### config.mk
export PLATFORM = sky130hd
export DESIGN_NAME = ins_fetch
export DESIGN_NICKNAME = d
export VERILOG_FILES = /design/src/rtl/cpu_pkg.sv /design/src/rtl/pc_next.sv /design/src/rtl/ins_fetch.sv
export SDC_FILE = /design/constraint.sdc
export NUM_CORES = 1
export LEC_CHECK = 0
export ABC_AREA = 1
export CAP_MARGIN = 20
export CORE_ASPECT_RATIO = 0.6
export CORE_UTILIZATION = 48
export CTS_CLUSTER_DIAMETER = 120
export CTS_CLUSTER_SIZE = 28
export DETAILED_ROUTE_END_ITERATION = 10
export GPL_TIMING_DRIVEN = 0
export PLACE_DENSITY_LB_ADDON = 0.25
export SKIP_LAST_GASP = 1
export SLEW_MARGIN = 20
export SYNTH_ARGS = -nofsm -noshare
export SYNTH_HDL_FRONTEND = slang
export SYNTH_SLANG_ARGS = --single-unit
### constraint.sdc
create_clock -name clk -period 4.9 [get_ports clk]
set_clock_uncertainty 0.1 [all_clocks]
set_input_delay 0.98 -clock clk [delete_from_list [all_inputs] [get_ports clk]]
set_output_delay 0.98 -clock clk [all_outputs]
set_load 0.01 [all_outputs]
### src/rtl/cpu_pkg.sv
// Shared definitions for the 16-bit pipelined CPU: word width, opcodes, fetch FSM states.
// Latency: n/a (types and constants only).
// Backpressure: n/a.
package cpu_pkg;

  localparam int WORD_W = 16;

  localparam logic [4:0] OP_NOP  = 5'b00000;
  localparam logic [4:0] OP_ADD  = 5'b00001;
  localparam logic [4:0] OP_SUB  = 5'b00010;
  localparam logic [4:0] OP_MOVI = 5'b00011;
  localparam logic [4:0] OP_LODR = 5'b00100;
  localparam logic [4:0] OP_STO  = 5'b00101;
  localparam logic [4:0] OP_JMP  = 5'b00110;
  localparam logic [4:0] OP_JEQ  = 5'b00111;

  typedef enum logic [1:0] {
    S_BOOT = 2'd0,
    S_RUN  = 2'd1,
    S_HOLD = 2'd2
  } fetch_state_t;

endpackage

### src/rtl/pc_next.sv
// Next-PC candidates: sequential wrap, range-checked redirect target, optional JMP prediction.
// Latency: purely combinational, zero cycles.
// Backpressure: none; the caller decides which candidate to load.
// Optional feature: IF_JMP_PREDICT_EN turns a fetched JMP into an immediate PC-relative jump.
module pc_next
  import cpu_pkg::*;
#(
  parameter int IMEM_DEPTH = 30
) (
  input  logic [WORD_W-1:0] pc,
  input  logic [WORD_W-1:0] ins,
  input  logic [WORD_W-1:0] target,
  output logic [WORD_W-1:0] redir_pc,
  output logic [WORD_W-1:0] adv_pc
);

  localparam logic [WORD_W-1:0] DEPTH_W = WORD_W'(IMEM_DEPTH);
  localparam logic [WORD_W-1:0] LAST_PC = WORD_W'(IMEM_DEPTH - 1);

  logic [WORD_W-1:0] seq_pc;

  // Sequential successor wraps to 0 after the last IMEM word; out-of-range targets collapse to 0.
  always_comb begin
    seq_pc   = (pc == LAST_PC) ? '0 : pc + 16'd1;
    redir_pc = (target >= DEPTH_W) ? '0 : target;
  end

`ifdef IF_JMP_PREDICT_EN
  logic [WORD_W-1:0] jmp_sum;

  // A JMP seen at fetch is taken right away: PC plus sign-extended 8-bit offset, same range rule.
  always_comb begin
    jmp_sum = pc + {{8{ins[7]}}, ins[7:0]};
    if (ins[15:11] == OP_JMP) begin
      adv_pc = (jmp_sum >= DEPTH_W) ? '0 : jmp_sum;
    end else begin
      adv_pc = seq_pc;
    end
  end
`else
  // Without prediction every instruction, JMP included, advances sequentially.
  logic unused_ins;
  assign unused_ins = ^ins;
  assign adv_pc     = seq_pc;
`endif

endmodule

### src/rtl/ins_fetch.sv
// Instruction fetch: owns the PC, drives Addr from it and registers Ins into IF/ID (IR/NPC/Valid).
// Latency: Addr follows PC in zero cycles; IR updates one edge after its address; redirect costs one NOP bubble.
// Backpressure: Stall holds PC and IF/ID; Redirect overrides Stall and flushes IF/ID.
// Optional feature: IF_JMP_PREDICT_EN (handled in pc_next) makes fetched JMPs redirect the PC at once.
module ins_fetch
  import cpu_pkg::*;
#(
  parameter logic [WORD_W-1:0] RESET_PC   = 16'h0000,
  parameter int                IMEM_DEPTH = 30,
  parameter logic [WORD_W-1:0] NOP_WORD   = 16'h0000
) (
  input  logic              clk,
  input  logic              rst_n,
  output logic [WORD_W-1:0] Addr,
  input  logic [WORD_W-1:0] Ins,
  input  logic              Stall,
  input  logic              Redirect,
  input  logic [WORD_W-1:0] Target,
  output logic [WORD_W-1:0] IR,
  output logic [WORD_W-1:0] NPC,
  output logic              Valid,
  output logic              Fetching
);

  fetch_state_t      state;
  logic [WORD_W-1:0] pc;
  logic [WORD_W-1:0] redir_pc;
  logic [WORD_W-1:0] adv_pc;

  assign Addr = pc;

  pc_next #(
    .IMEM_DEPTH(IMEM_DEPTH)
  ) u_pc_next (
    .pc      (pc),
    .ins     (Ins),
    .target  (Target),
    .redir_pc(redir_pc),
    .adv_pc  (adv_pc)
  );

  // Fetch FSM: boot bubble, then Redirect > Stall > advance in both RUN and HOLD.
  always_ff @(posedge clk) begin
    if (!rst_n) begin
      pc       <= RESET_PC;
      IR       <= NOP_WORD;
      NPC      <= '0;
      Valid    <= 1'b0;
      Fetching <= 1'b0;
      state    <= S_BOOT;
    end else begin
      case (state)
        S_BOOT: begin
          state    <= S_RUN;
          Fetching <= 1'b1;
        end
        S_RUN, S_HOLD: begin
          if (Redirect) begin
            pc       <= redir_pc;
            IR       <= NOP_WORD;
            NPC      <= '0;
            Valid    <= 1'b0;
            state    <= S_RUN;
            Fetching <= 1'b1;
          end else if (Stall) begin
            state    <= S_HOLD;
            Fetching <= 1'b0;
          end else begin
            IR       <= Ins;
            NPC      <= pc + 16'd1;
            Valid    <= 1'b1;
            pc       <= adv_pc;
            state    <= S_RUN;
            Fetching <= 1'b1;
          end
        end
        default: begin
          state    <= S_BOOT;
          Fetching <= 1'b0;
        end
      endcase
    end
  end

endmodule

==> key figures, run 1 <==
Synth
  • Gate count after technology mapping: ~340
  • Part of the Yosys area used for sequential elements: around 45%
  • Largest cells by area after synthesis: sky130_fd_sc_hd__dfxtp_1 (45%), sky130_fd_sc_hd__nand2_1 (18%), sky130_fd_sc_hd__a21oi_1 (9.0%)
  • Synthesis warning total: 0
  • Number of distinct library cell variants in the gate-level netlist after synthesis: 26
  • Post-synth net total: roughly 380
  • Share of the synthesized area in the top cell type: approximately 45%
  • Average size of a mapped cell: ~7 sq um
  • Syn Std Cell Area: about 2300 sq um
  • Library cell with the largest summed area after synthesis: sky130_fd_sc_hd__dfxtp_1
  • Register bit total from synthesis: 52

Cells and area
  • Number of antenna repair diodes: 0
  • Most used cells in the layout excluding fill and tap cells: sky130_fd_sc_hd__nand2_1 (112), sky130_fd_sc_hd__clkdlybuf4s50_1 (85), sky130_fd_sc_hd__dfxtp_1 (52)
  • Most common library cell in the layout ignoring fill and taps: sky130_fd_sc_hd__nand2_1
  • Post-route cell area: ~3400 sq um
  • Layout area overhead: 44.5%
  • Proportion of layout cells with a drive suffix above 1: between 4 and 5%
  • Final design utilization: between 70 and 80%
  • Net total in the final layout: approximately 470

Critical path
  • Slowest cell delay on critical path: 530 ps
  • CP Buf/Inv Count: 5
  • Worst Path Arrival: around 2700 ps
  • CP cell instances: clkdlybuf4s50_1 > inv_2 > a21oi_4 > inv_2 > buf_2 > buf_2 > nand2_1 > a21oi_1
  • Highest-delay cell along the critical path: sky130_fd_sc_hd__clkdlybuf4s50_1
  • Largest fanout on the critical path: 10
  • Critical path capture point type: flop
  • Timing startpoint of the critical path: Redirect
  • Reg2reg start: state[0]
  • Critical Path Source Type: input pin
  • Required time of the critical path: a little over 5000 ps
  • Cell family with most CP delay: buffers and inverters
  • Worst Setup Path Type: in2reg

GRT
  • Largest net degree at the start of global routing: 17
  • Global-route wire length before repair: between 10 and 15 mm
  • Total routing usage reported by global routing: between 20% and 30%
  • Remaining global-route overflow: 0
  • Antenna violations before repair: 0
  • Number of global-route vias before repair: 2275

Die
  • Area of the core region: 4640 sq um
  • Floorplan die height: ~56 microns
  • Top-Level Pins: 86
  • Die extent in x: about 90 microns
  • Die outline area: approximately 5200 sq um
  • Initial core utilization: roughly half
  • Rows: 19

STA
  • Final sum of negative setup slack: 0 ps
  • Max-slew headroom at the worst pin: between 60% and 70%
  • Smallest hold slack: about 370 ps
  • Final number of setup-violating endpoints: 0
  • Max-slew violation count: 0
  • Number of hold-slack violations in the final timing report: 0
  • Unrepaired setup endpoints after global routing: no
  • Final worst-path cycle share: between 50 and 60%
  • Setup WS post-layout: ~2400 ps
  • Achievable Freq: 394 MHz
  • Period minus WS final: 2540 ps
  • Actual transition at the worst max-transition pin: between 500 and 600 ps

Place
  • Port Buffer Count: 85
  • Place WS: about 2100 ps
  • HPWL reported at the end of detailed placement: 4.96 mm
  • Final estimated routing congestion in global placement: approximately 0.89
  • Area of placed instances: approximately 3300 sq um

Status
  • Run status: complete, no violations

CTS
  • Sink Count: 52
  • Count of instances resized after the clock tree is built: 0
  • Hold Buf Count CTS: 0
  • Clock latency on the worst-skew pair: 310 ps
  • Cell at the root of the clock tree: sky130_fd_sc_hd__clkbuf_8
  • Number of buffers added by the clock tree synthesis step: 5
  • Worst-path clk slew: about 90 ps
  • Post-CTS setup buffers: 0
  • Clock buffer depth: 2
  • Level count of the clock H-tree: 2
  • Clock tree from TritonCTS: done

Route
  • Detailed Routing Iterations Pass 1: 5
  • DR DRC count: 0
  • Total via count after detailed routing: between 2000 and 3000
  • ANT nets after route: 0
  • Initial DRC Count: 222
  • Mean routed wirelength per cell: 13.5 microns
  • Via density per instance: approximately 5.1
  • Wire length reported by the detailed router: around 6.6 mm

Power
  • Peak ir drop on the vdd network: between 0.15 and 0.2 mV
  • Internal power contribution: 0.652 mW
  • Combinational share of power: approximately 15%
  • Power spent charging and discharging nets: between 0.2 and 0.25 mW
  • Switching share of power: between 20% and 30%
  • Part of the power in registers: 50.5%
  • Clock power share: around 35%
  • Power Density: approximately 260 nW/um^2
  • Lkg Pwr: between 1 and 1.5 nW

Job
  • Max-capacitance violation count: 0

Hold path
  • Beginning of the worst hold path: NPC[11]
  • HP Class: reg2reg
tightest hold or removal path: cells and delay by family (launching register included):
| family | cells | cell delay (ps) |
|---|---|---|
| compound gates | 1 | 50 |
| flops | 1 | 320 |
| simple gates | 1 | 60 |
synth_stat cells, drive strengths merged:
library cell / count
o21a: 1
nand2: 112
a21o: 1
ha: 4
a31oi: 1
nand3: 20
nand4: 6
clkbuf: 6
inv: 23
xnor2: 2
o21ai: 3
and2: 1
nor3: 2
xor2: 4
a21oi: 43
buf: 7
nor2: 43
o31ai: 1
dfxtp: 52
o211a: 1
nand3b: 2
worst paths after layout:
path | endpoint | slack (ps) | cells after the start
setup / recovery | Addr[15] | 2360 | 8
hold / removal | NPC[11] | 370 | 2
setup reg to reg | Addr[15] | 2880 | 9
hold reg to reg | NPC[11] | 370 | 2
cells by family (layout without fill, tap and decap cells):
group / after synthesis / count (layout) / synth area share, %
flip-flops: 52 / 52 / 44.5
adder cells (fa/ha/maj): 4 / 4 / 2.14
AO/OA/AOI/OAI: 51 / 51 / 12.0
buffers and inverters: 36 / 129 / 6.64
XOR/XNOR: 6 / 6 / 2.25
AND/OR/NAND/NOR: 186 / 186 / 32.4
through the flow:
stage               instances  power (mW)
floorplan                 335       0.511
global placement          483       0.579
detailed placement        483       0.582
CTS                       491       0.876
global route              491       0.909
finish                    491       0.876
registers in the layout (all words and copies together) (netlist names):
register	count
state	2
Valid	1
IR	16
Fetching	1
Addr	16
NPC	16
power groups by stage:
stage,clock network [mW],registers [mW],logic [mW]
after CTS,0.303,0.443,0.130
final,0.303,0.443,0.131
after global routing,0.323,0.445,0.141
after detailed placement,0,0.453,0.129
after global placement,0,0.452,0.127
after floorplan,0,0.456,0.0546
metal layers:
layer / part of all wire [%] / up-vias / track usage (%)
met5: 0 / - / 0
met4: 1.4 / 0 / 6.92
met3: 9.5 / 13 / 6.97
met2: 42 / 127 / 40.4
met1: 47 / 1132 / 38.4
li1: - / 1253 / -
layout make-up:
type / instances / area (sq um)
flip-flops and latches: 52 / 1040
repair buffers: 85 / 851
clock inverters: 2 / 38.8
plain buffers: 13 / 68.8
clock buffers: 6 / 72.6
multi-input cells: 247 / 1140
well taps: 63 / 78.8
inverters: 23 / 86.3
fillers: 391 / 1260
Note: power is estimated with default switching activity, not from simulation.
==> inputs of run 2 (changes only) <==
--- a/config.mk
+++ b/config.mk
@@ -8,7 +8,7 @@
 export ABC_AREA = 1
 export CAP_MARGIN = 20
 export CORE_ASPECT_RATIO = 0.6
-export CORE_UTILIZATION = 48
+export CORE_UTILIZATION = 40
 export CTS_CLUSTER_DIAMETER = 120
 export CTS_CLUSTER_SIZE = 28
 export DETAILED_ROUTE_END_ITERATION = 10
==> constraint.sdc (replaced) <==
create_clock -name clk -period 2.25 [get_ports clk]
set_clock_uncertainty 0.1 [all_clocks]
set_input_delay 0.45 -clock clk [delete_from_list [all_inputs] [get_ports clk]]
set_output_delay 0.45 -clock clk [all_outputs]
set_load 0.01 [all_outputs]
==> run 2 against run 1 <==
- critical endpoint is now NPC[8]
- clock power grew 81%
- sequential cell count is the same
- register-to-register slack lost 2500 ps
- setup slack lost 2100 ps
==> key figures, run 2 (synthesis results as in run 1) <==
STA
  • Max-slew violation count: 0 (unchanged)
  • Achievable Freq: 501 MHz
  • Period minus WS final: ~2000 ps
  • Final worst-path cycle share: 88.8%
  • Unrepaired setup endpoints after global routing: no
  • Max-slew headroom at the worst pin: 61.6% (-2.2 points)
  • Number of hold-slack violations in the final timing report: 0 (unchanged)
  • Actual transition at the worst max-transition pin: 576 ps (+32.4 ps)
  • Final number of setup-violating endpoints: 0 (unchanged)
  • Final sum of negative setup slack: 0 ps (unchanged)

Critical path
  • Reg2reg start: state[0]
  • Required time of the critical path: 2400 ps (-2630 ps)
  • Worst Path Arrival: 2150 ps (-520 ps)
  • Cell family with most CP delay: buffers and inverters
  • Critical Path Source Type: input pin
  • CP cell instances: clkdlybuf4s50_1 > inv_2 > a21oi_4 > inv_2 > nor2_4 > buf_6 > nand3_1 > a21oi_1
  • Critical path capture point: NPC[8]
  • CP Buf/Inv Count: 4 (-1)
  • Setup slack of the worst register-to-register path: 340 ps (-2540 ps)
  • Highest-delay cell along the critical path: sky130_fd_sc_hd__clkdlybuf4s50_1
  • Endpoint of the most critical register-to-register path: Addr[13]
  • CP Depth: 8 (unchanged)
  • Worst Setup Path Type: in2reg
  • Critical path capture point type: flop
  • Largest fanout on the critical path: 10 (unchanged)
  • Timing startpoint of the critical path: Redirect
  • Number of cell instances on the worst register-to-register path: 9 (unchanged)
  • Slowest cell delay on critical path: 620 ps (+90 ps)
  • Most frequent cell on the critical path: sky130_fd_sc_hd__inv_2

Cells and area
  • Number of antenna repair diodes: 0 (unchanged)
  • Net total in the final layout: 467 (unchanged)
  • Proportion of layout cells with a drive suffix above 1: 4.21% (unchanged)
  • Filler Cell Count: 549 (+40%)
  • Most common library cell in the layout ignoring fill and taps: sky130_fd_sc_hd__nand2_1
  • Count of placed standard cells in the final layout, fillers left out: 508 (+3.5%)
  • Most used cells in the layout excluding fill and tap cells: sky130_fd_sc_hd__nand2_1 (112), sky130_fd_sc_hd__clkdlybuf4s50_1 (85), sky130_fd_sc_hd__dfxtp_1 (52)
  • Layout area overhead: 44.5% (about the same)

Place
  • HPWL reported at the end of detailed placement: 4.95 mm (-0.23%)
  • Port Buffer Count: 85 (unchanged)
  • Final estimated routing congestion in global placement: 0.895 (about the same)
  • Number of placed instances with taps included: 500 (+3.5%)

Hold path
  • HP Class: reg2reg

Die
  • Top-Level Pins: 86 (unchanged)
  • Floorplan die height: 61.2 microns (+9.2%)
  • Die outline area: 6160 sq um (+19%)
  • Initial core utilization: 41.8% (-8.7 points)
  • Die extent in x: 101 microns (+9.3%)
  • Area of the core region: 5600 sq um (+21%)
  • Rows: 21 (+2)

CTS
  • Post-CTS setup buffers: 0 (unchanged)
  • Cell at the root of the clock tree: sky130_fd_sc_hd__clkbuf_8
  • Level count of the clock H-tree: 2 (unchanged)
  • Count of instances resized after the clock tree is built: 0 (unchanged)
  • Sink Count: 52 (unchanged)
  • Number of buffers added by the clock tree synthesis step: 5 (unchanged)
  • Worst-path clk slew: 100 ps (about the same)
  • Clock buffer depth: 2 (unchanged)
  • Clock tree from TritonCTS: done
  • Hold Buf Count CTS: 0 (unchanged)
  • Clock latency on the worst-skew pair: 320 ps (about the same)

Power
  • Lkg Pwr: 1.25 nW (-1.1%)
  • Power Density: 532 nW/um^2 (+110%)
  • Peak ir drop on the vdd network: 0.296 mV (+96%)
  • Total design power: 1.80 mW (+100%)

GRT
  • Largest net degree at the start of global routing: 17 (unchanged)
  • Number of global-route vias before repair: 2141 (-5.9%)
  • Remaining global-route overflow: 0 (unchanged)
  • Antenna violations before repair: 0 (unchanged)
  • Total routing usage reported by global routing: 22.7% (-4.2 points)
  • Global-route wire length before repair: 10.5 mm (-3.3%)

Route
  • ANT nets after route: 0 (unchanged)
  • Initial DRC Count: 123 (-45%)
  • DR DRC count: 0 (unchanged)
  • Detailed Routing Iterations Pass 1: 5 (unchanged)
  • Via density per instance: 4.90 (-4.8%)
  • Wire length reported by the detailed router: 6.52 mm (-1.7%)
  • Total via count after detailed routing: 2488 (-1.5%)
  • Mean routed wirelength per cell: 12.8 microns (-5.0%)

Status
  • Run status: complete, no violations

Job
  • Max-capacitance violation count: 0 (unchanged)
run 2: cell count changes in the layout (fill, tap and decap cells not counted):
cell,previous run,this run
sky130_fd_sc_hd__inv_6,1,0
sky130_fd_sc_hd__clkinv_4,0,1
sky130_fd_sc_hd__bufinv_16,1,0
sky130_fd_sc_hd__clkinvlp_4,0,1
run 2: how the worst min path moves through the flow:
stage / start / to / slack, ps / cells after the start
after detailed placement: NPC[12] / NPC[12] / 360 / 2
after global routing: NPC[13] / NPC[13] / 390 / 2
after floorplan: IR[6] / IR[6] / 390 / 2
after CTS: NPC[12] / NPC[12] / 370 / 2
after global placement: IR[3] / IR[3] / 350 / 2
final: NPC[12] / NPC[12] / 370 / 2
run 2: through the flow:
stage,hold slack (ps),setup WS (ps),util [%],area [sq um]
after global routing,386,95.2,60.3,3380
after floorplan,388,643,-,2340
after detailed placement,355,-54.7,58.8,3290
after global placement,351,-27.5,58.8,3290
after CTS,369,274,60.3,3380
final,367,252,60.3,3380
run 2: report_power, final:
group | leakage (nW) | internal, mW | switching, mW
logic | 0.786 | 0.138 | 0.145
registers | 0.421 | 0.946 | 0.0179
clock network | 0.0414 | 0.222 | 0.327
run 2: layout make-up:
| class | count | area (sq um) | share of cell area (%) |
|---|---|---|---|
| clock inverter | 2 | 16.3 | 0.482 |
| sequential | 52 | 1040 | 30.8 |
| tap | 80 | 100 | 2.96 |
| multi-input combinational | 247 | 1140 | 33.8 |
| timing repair buffer | 85 | 851 | 25.2 |
| buffer | 13 | 68.8 | 2.04 |
| clock buffer | 6 | 72.6 | 2.15 |
| inverter | 23 | 86.3 | 2.56 |
run 2: worst min-delay path: cells and delay by family, from the launching register on:
kind               cells  cell delay, ps
AOI/OAI and AO/OA      1              50
and+or+nand+nor        1              60
DFF                    1             320
run 2: layer usage:
layer	vias to the layer above	track usage, %	routed length (microns)
li1	1255	-	-
met1	1120	31.0	3040
met2	105	33.9	2620
met3	8	8.29	788
met4	0	6.83	67
met5	-	0	0
==> inputs of run 3 (changes only) <==
--- a/config.mk
+++ b/config.mk
@@ -13,7 +13,7 @@
 export CTS_CLUSTER_SIZE = 28
 export DETAILED_ROUTE_END_ITERATION = 10
 export GPL_TIMING_DRIVEN = 0
-export PLACE_DENSITY_LB_ADDON = 0.25
+export PLACE_DENSITY = 0.87
 export SKIP_LAST_GASP = 1
 export SLEW_MARGIN = 20
 export SYNTH_ARGS = -nofsm -noshare
==> run 3 against run 2 <==
- global-route usage down 0.96 points
- critical endpoint is now Addr[0]
- sequential power about the same
- die area stayed put
- fmax increased by 0.65%
- clock power grew 25%
- sequential cell count unchanged
- highest routed layer unchanged
- the flow now finishes with violations (DRC)
- power increased by 7.6%
- setup slack better by 13 ps
- largest cell class unchanged
- via count is 0.32% higher
- critical path type is now reg2out
- final cell count is the same
==> key figures, run 3 (synthesis results as in run 1) <==
Cells and area
  • Layout area overhead: 45.9%
  • Storage cell area: 1040 sq um (unchanged)
  • Post-route cell area: 3410 sq um (+0.96%)
  • Net total in the final layout: 467 (unchanged)
  • Filler Cell Count: 512 (-6.7%)
  • Most used cells in the layout excluding fill and tap cells: sky130_fd_sc_hd__nand2_1 (112), sky130_fd_sc_hd__clkdlybuf4s50_1 (85), sky130_fd_sc_hd__dfxtp_1 (52)
  • Proportion of layout cells with a drive suffix above 1: 4.44% (+0.23 points)
  • Count of placed standard cells in the final layout, fillers left out: 508 (unchanged)
  • Number of antenna repair diodes: 0 (unchanged)
  • Most common library cell in the layout ignoring fill and taps: sky130_fd_sc_hd__nand2_1
  • Area occupied by multi-input gates: 1140 sq um (unchanged)

STA
  • Final worst-path cycle share: 88.2% (-0.58 points)
  • Unrepaired setup endpoints after global routing: no
  • Setup WS post-layout: 265 ps (+12.9 ps)
  • Max-slew violation count: 0 (unchanged)
  • Actual transition at the worst max-transition pin: 550 ps (-26.5 ps)
  • Achievable Freq: 504 MHz (+0.65%)
  • Max-slew headroom at the worst pin: 63.4% (+1.8 points)
  • Final number of setup-violating endpoints: 0 (unchanged)
  • Period minus WS final: 1980 ps (-12.9 ps)
  • Number of hold-slack violations in the final timing report: 0 (unchanged)
  • Final sum of negative setup slack: 0 ps (unchanged)

CTS
  • Sink Count: 52 (unchanged)
  • Clock buffer depth: 2 (unchanged)
  • Clock tree from TritonCTS: done
  • Count of instances resized after the clock tree is built: 0 (unchanged)
  • Hold Buf Count CTS: 0 (unchanged)
  • Cell at the root of the clock tree: sky130_fd_sc_hd__clkbuf_8
  • Clock latency on the worst-skew pair: 310 ps (about the same)
  • Number of buffers added by the clock tree synthesis step: 5 (unchanged)
  • Worst-path clk slew: 90 ps (about the same)
  • Level count of the clock H-tree: 2 (unchanged)
  • Post-CTS setup buffers: 0 (unchanged)

Route
  • Wire length reported by the detailed router: 6.49 mm (-0.44%)
  • Via density per instance: 4.91 (+0.32%)
  • Initial DRC Count: 212 (+72%)
  • DR DRC count: 2 (+2)
  • Mean routed wirelength per cell: 12.8 microns (-0.44%)
  • Detailed Routing Iterations Pass 1: 7 (+2)
  • ANT nets after route: 0 (unchanged)
  • Total via count after detailed routing: 2496 (+0.32%)

Die
  • Rows: 21 (unchanged)
  • Die extent in x: 101 microns (unchanged)
  • Die outline area: 6160 sq um (unchanged)
  • Area of the core region: 5600 sq um (unchanged)
  • Floorplan die height: 61.2 microns (unchanged)
  • Top-Level Pins: 86 (unchanged)
  • Initial core utilization: 41.8% (unchanged)

Power
  • Peak ir drop on the vdd network: 0.288 mV (-2.8%)
  • Total design power: 1.93 mW (+7.6%)
  • Lkg Pwr: 1.27 nW (+1.6%)
  • Power Density: 567 nW/um^2 (+6.6%)

Place
  • Final estimated routing congestion in global placement: 0.934 (+4.3%)
  • Port Buffer Count: 85 (unchanged)
  • Place WS: -25.8 ps (+28.9 ps)
  • HPWL reported at the end of detailed placement: 4.96 mm (+0.17%)
  • Area of placed instances: 3290 sq um (unchanged)
  • Number of placed instances with taps included: 500 (unchanged)

Critical path
  • Slowest cell delay on critical path: 600 ps (-20 ps)
  • Worst Path Arrival: 1430 ps (-720 ps)
  • CP cell instances: clkdlybuf4s50_1
  • Highest-delay cell along the critical path: sky130_fd_sc_hd__clkdlybuf4s50_1
  • Required time of the critical path: 1700 ps (-700 ps)
  • Critical Path Source Type: flop
  • Critical path capture point type: output pin
  • Worst Setup Path Type: reg2out
  • CP Buf/Inv Count: 1 (-3)
  • Cell family with most CP delay: buffers and inverters
  • Largest fanout on the critical path: 8 (-2)

GRT
  • Global-route wire length before repair: 10.2 mm (-2.2%)
  • Total routing usage reported by global routing: 21.7% (-0.96 points)
  • Antenna violations before repair: 0 (unchanged)
  • Remaining global-route overflow: 0 (unchanged)
  • Number of global-route vias before repair: 2180 (+1.8%)
  • Largest net degree at the start of global routing: 17 (unchanged)

Status
  • Violated checks: DRC
  • Run status: complete, but fails checks

Hold path
  • HP Class: reg2reg

Job
  • Max-capacitance violation count: 0 (unchanged)
==> run 3: cell types whose count changed in the layout (fill, tap and decap cells not counted), sizes merged <==
cell,previous run,this run
clkinvlp,1,0
bufinv,0,1
==> run 3: report_power, final <==
group          internal [mW]  total, mW  switching, mW
combinational          0.138      0.281          0.144
sequential             0.946      0.965         0.0194
clock                  0.364      0.686          0.322
==> run 3: path summary, 6_finish.rpt <==
path                 start       end  slack, ps  cells after the start
hold reg to reg    NPC[11]   NPC[11]        370                      2
setup reg to reg  state[0]  Addr[11]        370                      9
hold / removal     NPC[11]   NPC[11]        370                      2
setup / recovery   Addr[0]   Addr[0]        270                      1
==> run 3: area by class of cell <==
type / instances / area share, %
multi-input combinational: 247 / 33.5
sequential: 52 / 30.5
tap: 80 / 2.94
buffer: 13 / 2.02
clock buffer: 6 / 2.42
inverter: 23 / 2.53
clock inverter: 2 / 1.14
timing repair buffer: 85 / 25.0
==> run 3: layer usage <==
metal / vias up / GRT usage, % / wire length (microns)
met5: - / 0 / 0
met4: 0 / 4.97 / 37
met3: 6 / 7.95 / 710
met2: 104 / 34.7 / 2840
met1: 1127 / 28.5 / 2900
li1: 1259 / - / -
==> run 3: stage by stage <==
step / util [%] / hold WS, ps
finish: 60.9 / 366
global route: 60.9 / 384
CTS: 60.9 / 368
detailed placement: 58.8 / 355
global placement: 58.8 / 351
floorplan: - / 388
